===== src/rtl/led_pkg.sv =====
// Shared encodings for the LED pattern generator.
// Mode codes and the heartbeat frame; frame bit p is the LED level at phase p.
package led_pkg;

  typedef logic [1:0] mode_t;

  localparam mode_t MODE_OFF       = 2'b00;
  localparam mode_t MODE_ON        = 2'b01;
  localparam mode_t MODE_BLINK     = 2'b10;
  localparam mode_t MODE_HEARTBEAT = 2'b11;

  localparam logic [7:0] HB_FRAME = 8'b0000_0101;

endpackage


===== src/rtl/led_prescaler.sv =====
// Free-running clock prescaler: tick is high for one cycle out of every DIV.
// With DIV=1 the counter never leaves 0 and tick stays high.
module led_prescaler #(
  parameter int unsigned DIV   = 500000,
  parameter int unsigned CNT_W = (DIV > 1) ? $clog2(DIV) : 1
) (
  input  logic clk,
  input  logic rst,
  output logic tick
);

  localparam logic [CNT_W-1:0] CntMax = CNT_W'(DIV - 1);

  logic [CNT_W-1:0] cnt_q, cnt_d;

  assign tick = (cnt_q == CntMax);

  always_comb begin
    cnt_d = cnt_q + CNT_W'(1);
    if (tick) begin
      cnt_d = '0;
    end
  end

  always_ff @(posedge clk) begin
    if (rst) begin
      cnt_q <= '0;
    end else begin
      cnt_q <= cnt_d;
    end
  end

endmodule


===== src/rtl/led_pattern_gen.sv =====
// LED pattern generator: OFF/ON/BLINK/HEARTBEAT, mode changes applied on prescaler ticks.
// Define LED_PATTERN_HEARTBEAT_EN for a true heartbeat; otherwise mode 11 acts as BLINK.
module led_pattern_gen
  import led_pkg::*;
#(
  parameter int unsigned DIV   = 500000,
  parameter int unsigned CNT_W = (DIV > 1) ? $clog2(DIV) : 1
) (
  input  logic       clk,
  input  logic       rst,
  input  logic [1:0] mode,
  input  logic       mode_load,
  output logic       busy,
  output logic       tick,
  output logic       led_out
);

`ifdef LED_PATTERN_HEARTBEAT_EN
  localparam int unsigned PhaseW = 3;
`else
  localparam int unsigned PhaseW = 1;
`endif

  typedef logic [PhaseW-1:0] phase_t;

  function automatic logic pat(mode_t m, phase_t p);
    logic r;
    case (m)
      MODE_OFF:       r = 1'b0;
      MODE_ON:        r = 1'b1;
`ifdef LED_PATTERN_HEARTBEAT_EN
      MODE_HEARTBEAT: r = HB_FRAME[p];
`endif
      default:        r = ~p[0];
    endcase
    return r;
  endfunction

  logic   pend_q, pend_d;
  mode_t  pend_mode_q, pend_mode_d;
  mode_t  cur_mode_q, cur_mode_d;
  phase_t phase_q, phase_d;
  phase_t phase_inc;
  logic   led_q, led_d;

  led_prescaler #(
    .DIV   (DIV),
    .CNT_W (CNT_W)
  ) u_prescaler (
    .clk  (clk),
    .rst  (rst),
    .tick (tick)
  );

  always_comb begin
    pend_d      = pend_q;
    pend_mode_d = pend_mode_q;
    cur_mode_d  = cur_mode_q;
    phase_d     = phase_q;
    led_d       = led_q;
    phase_inc   = phase_q + phase_t'(1);

    if (tick) begin
      // A load landing on the tick defers the switch to the following tick.
      if (pend_q && !mode_load) begin
        cur_mode_d = pend_mode_q;
        phase_d    = '0;
        led_d      = pat(pend_mode_q, '0);
        pend_d     = 1'b0;
      end else begin
        phase_d = phase_inc;
        led_d   = pat(cur_mode_q, phase_inc);
      end
    end

    if (mode_load) begin
      pend_d      = 1'b1;
      pend_mode_d = mode;
    end
  end

  always_ff @(posedge clk) begin
    if (rst) begin
      pend_q      <= 1'b0;
      pend_mode_q <= MODE_OFF;
      cur_mode_q  <= MODE_OFF;
      phase_q     <= '0;
      led_q       <= 1'b0;
    end else begin
      pend_q      <= pend_d;
      pend_mode_q <= pend_mode_d;
      cur_mode_q  <= cur_mode_d;
      phase_q     <= phase_d;
      led_q       <= led_d;
    end
  end

  assign busy    = pend_q;
  assign led_out = led_q;

endmodule

===== config.mk =====
export PLATFORM = sky130hd
export DESIGN_NAME = led_pattern_gen
export DESIGN_NICKNAME = d
export VERILOG_FILES = /design/src/rtl/led_pkg.sv /design/src/rtl/led_prescaler.sv /design/src/rtl/led_pattern_gen.sv
export SDC_FILE = /design/constraint.sdc
export NUM_CORES = 1
export LEC_CHECK = 0
export CORE_ASPECT_RATIO = 1.75
export CORE_UTILIZATION = 25
export DETAILED_ROUTE_END_ITERATION = 7
export GPL_TIMING_DRIVEN = 0
export PLACE_DENSITY = 0.45
export REMOVE_ABC_BUFFERS = 1
export SYNTH_ARGS = -nofsm -noshare
export SYNTH_HDL_FRONTEND = slang
export SYNTH_HIERARCHICAL = 1
export SYNTH_SLANG_ARGS = --single-unit

===== constraint.sdc =====
create_clock -name clk -period 4.4 [get_ports clk]
set_input_delay 1.1 -clock clk [delete_from_list [all_inputs] [get_ports clk]]
set_output_delay 1.1 -clock clk [all_outputs]
set_load 0.005 [all_outputs]

== Yosys cells after proc, flatten, opt, wreduce, memory -nomap -nowiden ==
Index checks and enable logic that the tools add are counted.

* $add $sub $neg: 2
* Equality and inequality tests: 2
* Multiplexer cells: 7
* Bitwise gates (word level): 1
* Reduce and logical (&&, ||, !) cells: 9

{| class="wikitable"
|+ Operators by type and width
! operator !! number
|-
| adder 19 x 1 -> 19 bit, second input constant || 1
|-
| == test 19 bit, second input constant || 1
|-
| two-way mux 1 bit || 6
|-
| logical NOT 2 bit || 2
|-
| AND reduction 2 bit || 2
|-
| nonzero test 2 bit || 2
|-
| == test 2 x 1 -> 1 bit, second input constant || 1
|-
| one-hot mux 1 bit (2 select lines) || 1
|-
| OR reduction 2 bit || 1
|-
| adder 1 bit, second input constant || 1
|-
| logical AND 1 bit || 1
|-
| logical NOT 1 bit || 1
|-
| NOT 1 bit || 1
|}

* Register bits after elaboration: 26
* Bits of input ports: 5
* Output and inout bits: 3

== Longest topological paths before layout ==
* Depth after elaboration: 5
* Mapped depth: 6

== Cells and area by module ==
The synthesis kept the hierarchy.

{| class="wikitable"
|+ Modules (own cells, without submodules)
! module !! times used !! cells an instance !! area each (um^2) !! seq. area each (um^2)
|-
| led_prescaler || 1 || 102 || 895.9 || 380.4
|-
| led_pattern_gen || 1 || 28 || 286.5 || 140.1
|}

== Least setup slack after synthesis ==
No wires, ideal clock.

* Kind: register to output
* Start: register u_prescaler.cnt_q[0]
* End: output tick
* Arrival: 1.431 ns
* Required time: 3.300 ns
* Setup slack: 1.869 ns
* Stages on the path, launching flop included: 4
* Path buffers: 0
* Cells stage by stage: dfxtp_1 -> ha_1 -> nand4_2 -> nor4_1

* Longest elaborated chain between the ends: 1

{| class="wikitable"
|+ Ends and longest elaborated chain
! element !! RTL line !! text
|-
| from (decl) || led_prescaler.sv:14 || <nowiki>logic [CNT_W-1:0] cnt_q, cnt_d;</nowiki>
|-
| from (signal assigned) || led_prescaler.sv:29 || <nowiki>cnt_q <= cnt_d;</nowiki>
|-
| == test 19 bit || led_prescaler.sv:16 || <nowiki>assign tick = (cnt_q == CntMax);</nowiki>
|-
| to (decl) || led_pattern_gen.sv:14 || <nowiki>output logic tick,</nowiki>
|}

No other way between the ends.

== Worst setup path in the final report ==
Ends and elaborated chain as after synthesis.

==> results.json <==
{
  "hold_viol": 0,
  "synth-seq-cells": 26,
  "power_frac_clock": 0.365,
  "worstPathArrival_ns": 2.73,
  "antennaDiodeCount": 0,
  "cts.sinks": 26,
  "ys_top_cells_by_count": "nor2_1 (27), dfxtp_1 (26), xnor2_1 (13), nand2_1 (7), nor4_1 (7)",
  "clk_latency_ns": 0.27,
  "skew_ns": 0.006063,
  "finalMaxSlewViolations": 0,
  "yosysTopAreaCellShare": 0.4402,
  "cts_resized": 0,
  "relSlewSlack": 0.3116,
  "synthSimpleGateAreaFrac": 0.2952,
  "clock-root-buffer": "clkbuf_8",
  "grt_start_max_net_pins": 19,
  "internal-power_uw": 328.9,
  "worstMarginPinSlew_ns": 1.029,
  "fp.dieH_um": 92.98,
  "synth_area_leader_cell": "dfxtp_1",
  "grt_usage": 0.1101,
  "dieArea_um2": 5019,
  "ys_seq_area_frac": 0.4402,
  "critPathKind": "register to output port",
  "cp_max_fo": 9,
  "cp-start-kind": "register",
  "synthMuxAreaShare": 0.04233,
  "rsz0062_at_grt": "false",
  "drv_cap": 0,
  "first_pass_iters": 5,
  "reg2reg_depth": 6,
  "syn_area_um2": 1182,
  "avgSynthCellArea_um2": 9.095,
  "core.rowCount": 32,
  "worstPathRequired_ns": 3.30,
  "ant_nets": 0,
  "p_sw_uw": 85.73,
  "clockBufferDepth": 2,
  "port_buffers": 7,
  "ys.flop_type": "dfxtp_1",
  "drc_errors": 0,
  "hold_ws_ns": 0.4925,
  "power.total_uw": 414.7,
  "cts_tree": "yes",
  "synth_xor_area_frac": 0.1111,
  "place_hpwl_um": 1725,
  "core_area_um2": 4484,
  "die_w_um": 53.99,
  "areaGrowthSynthToFinish_pct": 14.92,
  "routedWlPerCell_um": 12.12,
  "netSwitchingFraction": 0.2067,
  "start_util": 0.2637,
  "antenna_found_initial": 0,
  "drive_gt1_frac": 0.07914,
  "rrSetupSlack_ns": 1.95,
  "ys_types": 29,
  "p_per_area_nw_per_um2": 305.2,
  "synth.area.top_cells": "dfxtp_1 (44%), xnor2_1 (9.6%), nor2_1 (8.6%)",
  "synth_top_family_by_area": "simple AND/OR/NAND/NOR gates",
  "routed_via_density": 4.905,
  "cts_hold_buffers": 0,
  "grt_pass1_vias": 952,
  "fmax_ghz": 0.2610,
  "fin_crit_ns": 3.831,
  "setup_violations": 0,
  "synth-edff-count": 0,
  "fin_util": 0.3030,
  "hold_depth": 1,
  "combPwrFrac": 0.047,
  "synthCells": 130,
  "fin_crit_sh": 0.8707,
  "nNetsFinal": 146,
  "fin_ws_ns": 0.5690,
  "grt_first_pass_wirelength_um": 4140,
  "cts_max_level": 1,
  "wirelength_um": 2303,
  "first_iter_violations": 26,
  "finalSetupTns_ns": 0,
  "yosysMostFrequentCell": "nor2_1",
  "synth_fa_ha_area_frac": 0.01058,
  "power_frac_seq": 0.588,
  "cts_setup_buffers": 0,
  "peakVddDrop_v": 0.0001959,
  "hold_path.class": "register to register",
  "overflow": 0,
  "pre_cts_ws_ns": 0.8876,
  "synth-compound-area-share": 0.07090,
  "endpoint_kind": "output port",
  "asyncSetResetFlopFracSynth": 0,
  "path_clk_slew_ns": 0.09,
  "status": "completed",
  "p_leak_nw": 0.4496,
  "vias": 932,
  "io_pins": 8,
  "ys_warn_count": 6,
  "cts_inserted_buffers": 3,
  "gp_congestion": 0.7903
}
[worst paths after layout]
check | startpoint | endpoint
min reg2reg | u_prescaler/cnt_q[0] | u_prescaler/cnt_q[0]
max reg2reg | u_prescaler/cnt_q[0] | cur_mode_q[1]
max | u_prescaler/cnt_q[0] | tick
min | u_prescaler/cnt_q[0] | u_prescaler/cnt_q[0]
[cells in the final DEF, fill, tap and decap left out, drive strengths merged]
master and count:
nand2b 1, or4 3, o21ba 1, a21oi 4
nor3 3, nor4 7, nand4 6, nand3b 2
nor4b 1, ha 1, inv 6, o31ai 2
clkdlybuf4s50 7, a211oi 1, xor2 2, nand3 7
nor2b 1, dfxtp 26, o41ai 1, or3 1
mux2i 5, nor2 27, nand2 7, xnor2 13
clkbuf 4
[critical path, cell delays in order (launching register included)]
cell             delay (ns)
dfxtp_1                0.41
ha_1                   0.25
nand4_2                0.30
nor4_1                 0.85
clkdlybuf4s50_1        0.65
[through the flow]
stage	instance area (µm²)	instances
global route	1359	190
finish	1359	190
CTS	1359	190
global placement	1304	186
floorplan	1170	128
detailed placement	1304	186
[cell type report]
class,instances,area [µm²]
multi-input combinational,96,626.9
inverter,6,22.52
clock buffer,4,55.05
sequential,26,520.5
fill,501,3126
tap,51,63.81
timing repair buffer,7,70.07
[sequential cells by signal, summed over array words and instances (netlist names)]
| register | count |
|---|---|
| phase_q | 1 |
| pend_mode_q | 2 |
| cur_mode_q | 2 |
| u_prescaler/cnt_q | 19 |
| busy | 1 |
| led_out | 1 |
[per-layer routing]
metal / vias to the layer above / track usage / routed length [µm]
li1: 475 / - / -
met1: 435 / 0.1199 / 998
met2: 20 / 0.1955 / 1239
met3: 2 / 0.01463 / 42
met4: 0 / 0.05556 / 23
met5: - / 0 / 0
[power groups by stage]
stage | combinational, mW | sequential (mW) | clock [mW]
global route | 0.0217 | 0.245 | 0.167
global placement | 0.0189 | 0.249 | 0
CTS | 0.0196 | 0.244 | 0.160
detailed placement | 0.0195 | 0.250 | 0
floorplan | 0.0105 | 0.249 | 0
finish | 0.0193 | 0.244 | 0.151
[cell families (layout without fill, tap and decap cells)]
group,Yosys count,in the layout
AND/OR/NAND/NOR,66,66
flip-flops,26,26
XOR/XNOR,15,15
AO/OA/AOI/OAI,9,9
buffers and inverters,8,17
multiplexers,5,5
adder cells (fa/ha/maj),1,1
Note: power is estimated with default switching activity, not from simulation.
==> patch 1, RTL diff (same settings) <==
`DIV` is set to 500000 in 2 places; all go to 250000.
--- a/src/rtl/led_prescaler.sv
+++ b/src/rtl/led_prescaler.sv
@@ -1,7 +1,7 @@
 // Free-running clock prescaler: tick is high for one cycle out of every DIV.
 // With DIV=1 the counter never leaves 0 and tick stays high.
 module led_prescaler #(
-  parameter int unsigned DIV   = 500000,
+  parameter int unsigned DIV   = 250000,
   parameter int unsigned CNT_W = (DIV > 1) ? $clog2(DIV) : 1
 ) (
   input  logic clk,
--- a/src/rtl/led_pattern_gen.sv
+++ b/src/rtl/led_pattern_gen.sv
@@ -3,7 +3,7 @@
 module led_pattern_gen
   import led_pkg::*;
 #(
-  parameter int unsigned DIV   = 500000,
+  parameter int unsigned DIV   = 250000,
   parameter int unsigned CNT_W = (DIV > 1) ? $clog2(DIV) : 1
 ) (
   input  logic       clk,
Behaviour: same outputs for any inputs over 10 cycles, from zero or initial values and one cycle with rst high; that may be too few to reach the edited logic, so the function may still have changed.
==> patch 1 against the original RTL <==
Critical path type unchanged. Power decreased by 6.4%. Clock power down 11%. Area after synthesis shrank 5.9%. Die area decreased by 5.8%. Cell area down 5.6%. Sequential cell count is 1 lower. Fmax shrank 1.3%. Worst setup slack got worse by 0.050 ns. Synthesized cell count is 6.2% lower. Wire length decreased by 9.4%.
==> patch 1: results <==
metrics = {
    "status": {
        "status": "completed",
    },
    "worst_setup_path": {
        "r2r_cells": 7,
        "worstPathArrival_ns": 2.78,
        "cp_max_fo": 6,
        "ff2ff_setup_slack_ns": 1.90,
    },
    "pwr": {
        "clock_power_share_pct": 34.7,
        "power_frac_seq_pct": 60.7,
        "irDropWorstVdd_uv": 170,
        "p_seq_mw": 0.235,
        "internal_power_mw": 0.303,
        "p_leak_nw": 0.433,
    },
    "logic_synthesis": {
        "avgSynthCellArea_um2": 9.12,
        "yosysSeqAreaShare_pct": 45.0,
        "synth_area_leaders": "dfxtp_1, xnor2_1, nor2_1",
        "synthMuxAreaShare_pct": 4.50,
        "synth-compound-area-share_pct": 5.85,
        "ys_top_cells_by_count": "nor2_1, dfxtp_1, xnor2_1",
        "synth_fa_ha_area_share_pct": 1.12,
        "ys_types": 25,
        "synthXorXnorAreaFrac_pct": 11.8,
    },
    "cells_and_area": {
        "fin_nets": 139,
        "drive_gt1_share_pct": 5.30,
        "antenna_cells": 0,
        "largestRegisters": "u_prescaler/cnt_q: 18 flops, cur_mode_q: 2 flops, pend_mode_q: 2 flops",
    },
    "timing": {
        "finalClockSkew_ns": 0.00682,
        "period_minus_slack_ns": 3.88,
        "fin_worst_hold_slack_ns": 0.498,
        "max_slew.worst_pin.slew_ns": 0.933,
    },
    "global_route": {
        "grt_util_all_layers_pct": 10.8,
        "grt_antenna_before_repair": 0,
        "grt_max_degree": 18,
        "grt_pass1_vias": 895,
        "grt_pass1_wl_um": 3900,
    },
    "placement": {
        "hpwl_um": 1610,
        "placed_cells": 177,
        "place_ws_ns": 0.830,
    },
    "route": {
        "drtIter0Drc": 11,
        "dr.pass1.iters": 4,
        "detail-route-antenna-nets": 0,
        "drt-total-wl_um": 2090,
        "wl_per_cell_um": 11.5,
        "via_per_inst": 4.71,
    },
    "worst_hold_path": {
        "hold_end": "u_prescaler/cnt_q[17]",
        "min_from": "u_prescaler/cnt_q[17]",
        "whs_path_depth": 2,
    },
}
[patch 1: cell types whose count changed after synthesis, sizes merged]
cell	before	now
xnor2	13	14
nor4	7	6
o31ai	2	0
nor3	3	4
a21oi	4	3
dfxtp	26	25
nand4	6	5
nand2	7	4
nand3	7	8
o21ai	0	1
or4	3	1
buf	2	1
nand2b	1	2
xor2	2	1
[patch 1: routing by layer]
metal  routed length [um]  part of all wire (%)  GRT usage, %  vias up
met4                   34                   1.6          5.70        0
met1                  846                    41          11.6      398
li1                     -                     -             -      439
met2                 1170                    56          18.9       11
met3                   40                   1.9          1.69        4
met5                    0                     0             0        -
[patch 1: critical path, stage by stage, from the launching register on]
cell	delay, ns
dfxtp_1	0.43
ha_1	0.25
nand4_1	0.27
nand2b_1	0.30
nor4_1	0.62
clkdlybuf4s50_1	0.65
[patch 1: area by class of cell]
cell class	count	area [um2]
tap	49	61.3
timing repair buffer	7	70.1
multi-input combinational	90	582
inverter	6	22.5
fill	481	2910
clock buffer	3	41.3
sequential	25	500
clock inverter	1	5.00
==> patch 2, RTL diff (config.mk and constraints unchanged) <==
Made on the original files. Register the inputs `mode` and `mode_load` before use. The logic sees them one clock later.
--- a/src/rtl/led_pattern_gen.sv
+++ b/src/rtl/led_pattern_gen.sv
@@ -22,6 +22,14 @@
 `endif
 
   typedef logic [PhaseW-1:0] phase_t;
+
+  logic [1:0] mode_q;
+  logic mode_load_q;
+
+  always_ff @(posedge clk) begin
+    mode_q      <= mode;
+    mode_load_q <= mode_load;
+  end
 
   function automatic logic pat(mode_t m, phase_t p);
     logic r;
@@ -62,7 +70,7 @@
 
     if (tick) begin
       // A load landing on the tick defers the switch to the following tick.
-      if (pend_q && !mode_load) begin
+      if (pend_q && !mode_load_q) begin
         cur_mode_d = pend_mode_q;
         phase_d    = '0;
         led_d      = pat(pend_mode_q, '0);
@@ -73,9 +81,9 @@
       end
     end
 
-    if (mode_load) begin
+    if (mode_load_q) begin
       pend_d      = 1'b1;
-      pend_mode_d = mode;
+      pend_mode_d = mode_q;
     end
   end
 
Check against the original RTL: not equivalent (Yosys sat finds a counterexample within 4 cycles, from zero or initial values and one cycle with rst high).
==> patch 2 against the original RTL <==
Cell area increased by 7.9%. Power is 28% higher. Sequential cell count up 3. Worst setup slack improved by 0.16 ns. Area after synthesis is 5.1% higher. Fmax increased by 4.4%. Wire length rose by 2.3%.
==> patch 2: results <==
metrics = {
    "placement": {
        "place.gp.congestion": 0.846,
        "placed_cell_area_mm2": 0.00137,
        "hpwl_um": 1740,
    },
    "timing": {
        "finalClockSkew_ns": 0.00380,
        "fin_worst_hold_slack_ns": 0.472,
        "max_slew.worst_pin.slew_ns": 1.02,
    },
    "global_route": {
        "use_met2_pct": 19.1,
        "grt_use_met3_pct": 2.99,
        "grt_util_all_layers_pct": 10.7,
        "gr-usage-met1_pct": 10.4,
        "grt_pass1_wl_um": 4350,
    },
    "cells_and_area": {
        "fin_nets": 151,
        "drive_gt1_share_pct": 11.0,
    },
    "clock_tree": {
        "numCtsBuffers": 5,
        "cts_max_level": 2,
        "clkTransAtPathRegs_ns": 0.06,
    },
    "route": {
        "drt-total-wl_um": 2360,
        "dr.pass1.iters": 4,
        "wl_met2_um": 1230,
        "met1_length_um": 988,
        "num_vias": 948,
    },
    "pwr": {
        "irDropWorstVdd_uv": 170,
        "p_leak_nw": 0.491,
    },
    "worst_setup_path": {
        "critical_path.max_stage_delay_ns": 0.74,
        "worstPathArrival_ns": 2.57,
        "r2r-end": "led_out",
    },
    "worst_hold_path": {
        "min_from": "mode_q[1]",
    },
    "status": {
        "status": "completed",
    },
}
-- patch 2: metrics by stage --
step	setup slack, ns	power, mW	std cells
floorplan	1.87	0.289	131
global placement	0.914	0.298	190
detailed placement	0.943	0.298	190
CTS	0.638	0.541	198
global route	0.443	0.556	198
finish	0.730	0.530	198
-- patch 2: area by class of cell --
type / count / area (um2)
clock buffers: 7 / 96.3
clock inverters: 1 / 5.00
fillers: 505 / 3280
inverters: 6 / 22.5
multi-input cells: 96 / 627
flip-flops and latches: 29 / 581
well taps: 52 / 65.1
repair buffers: 7 / 70.1
-- patch 2: where the power goes --
part / internal, mW / total, mW / switching (mW)
Sequential: 0.268 / 0.274 / 0.00564
Clock: 0.141 / 0.238 / 0.0971
Combinational: 0.00974 / 0.0180 / 0.00823
Total: 0.419 / 0.530 / 0.111
-- patch 2: worst max path at each step --
| stage | cells past startpoint | startpoint | to | slack, ns |
|---|---|---|---|---|
| finish | 4 | u_prescaler/cnt_q[0] | tick | 0.73 |
| global route | 4 | u_prescaler/cnt_q[0] | tick | 0.44 |
| CTS | 4 | u_prescaler/cnt_q[0] | tick | 0.64 |
| detailed placement | 4 | u_prescaler/cnt_q[0] | tick | 0.94 |
| global placement | 4 | u_prescaler/cnt_q[0] | tick | 0.91 |
| floorplan | 3 | u_prescaler/cnt_q[0] | tick | 1.87 |
-- patch 2: logic make-up after synthesis --
| logic type | share of synthesized area [%] |
|---|---|
| XOR/XNOR | 10.6 |
| flip-flops | 46.7 |
| adder cells (fa/ha/maj) | 1.01 |
| AND/OR/NAND/NOR | 28.1 |
| buffers and inverters | 2.82 |
| multiplexers | 4.03 |
| AO/OA/AOI/OAI | 6.75 |
-- patch 2: worst min-delay path, cell delays in order, from the launching register on --
cell	delay [ns]
dfxtp_1	0.31
mux2i_1	0.06
nor2_1	0.07
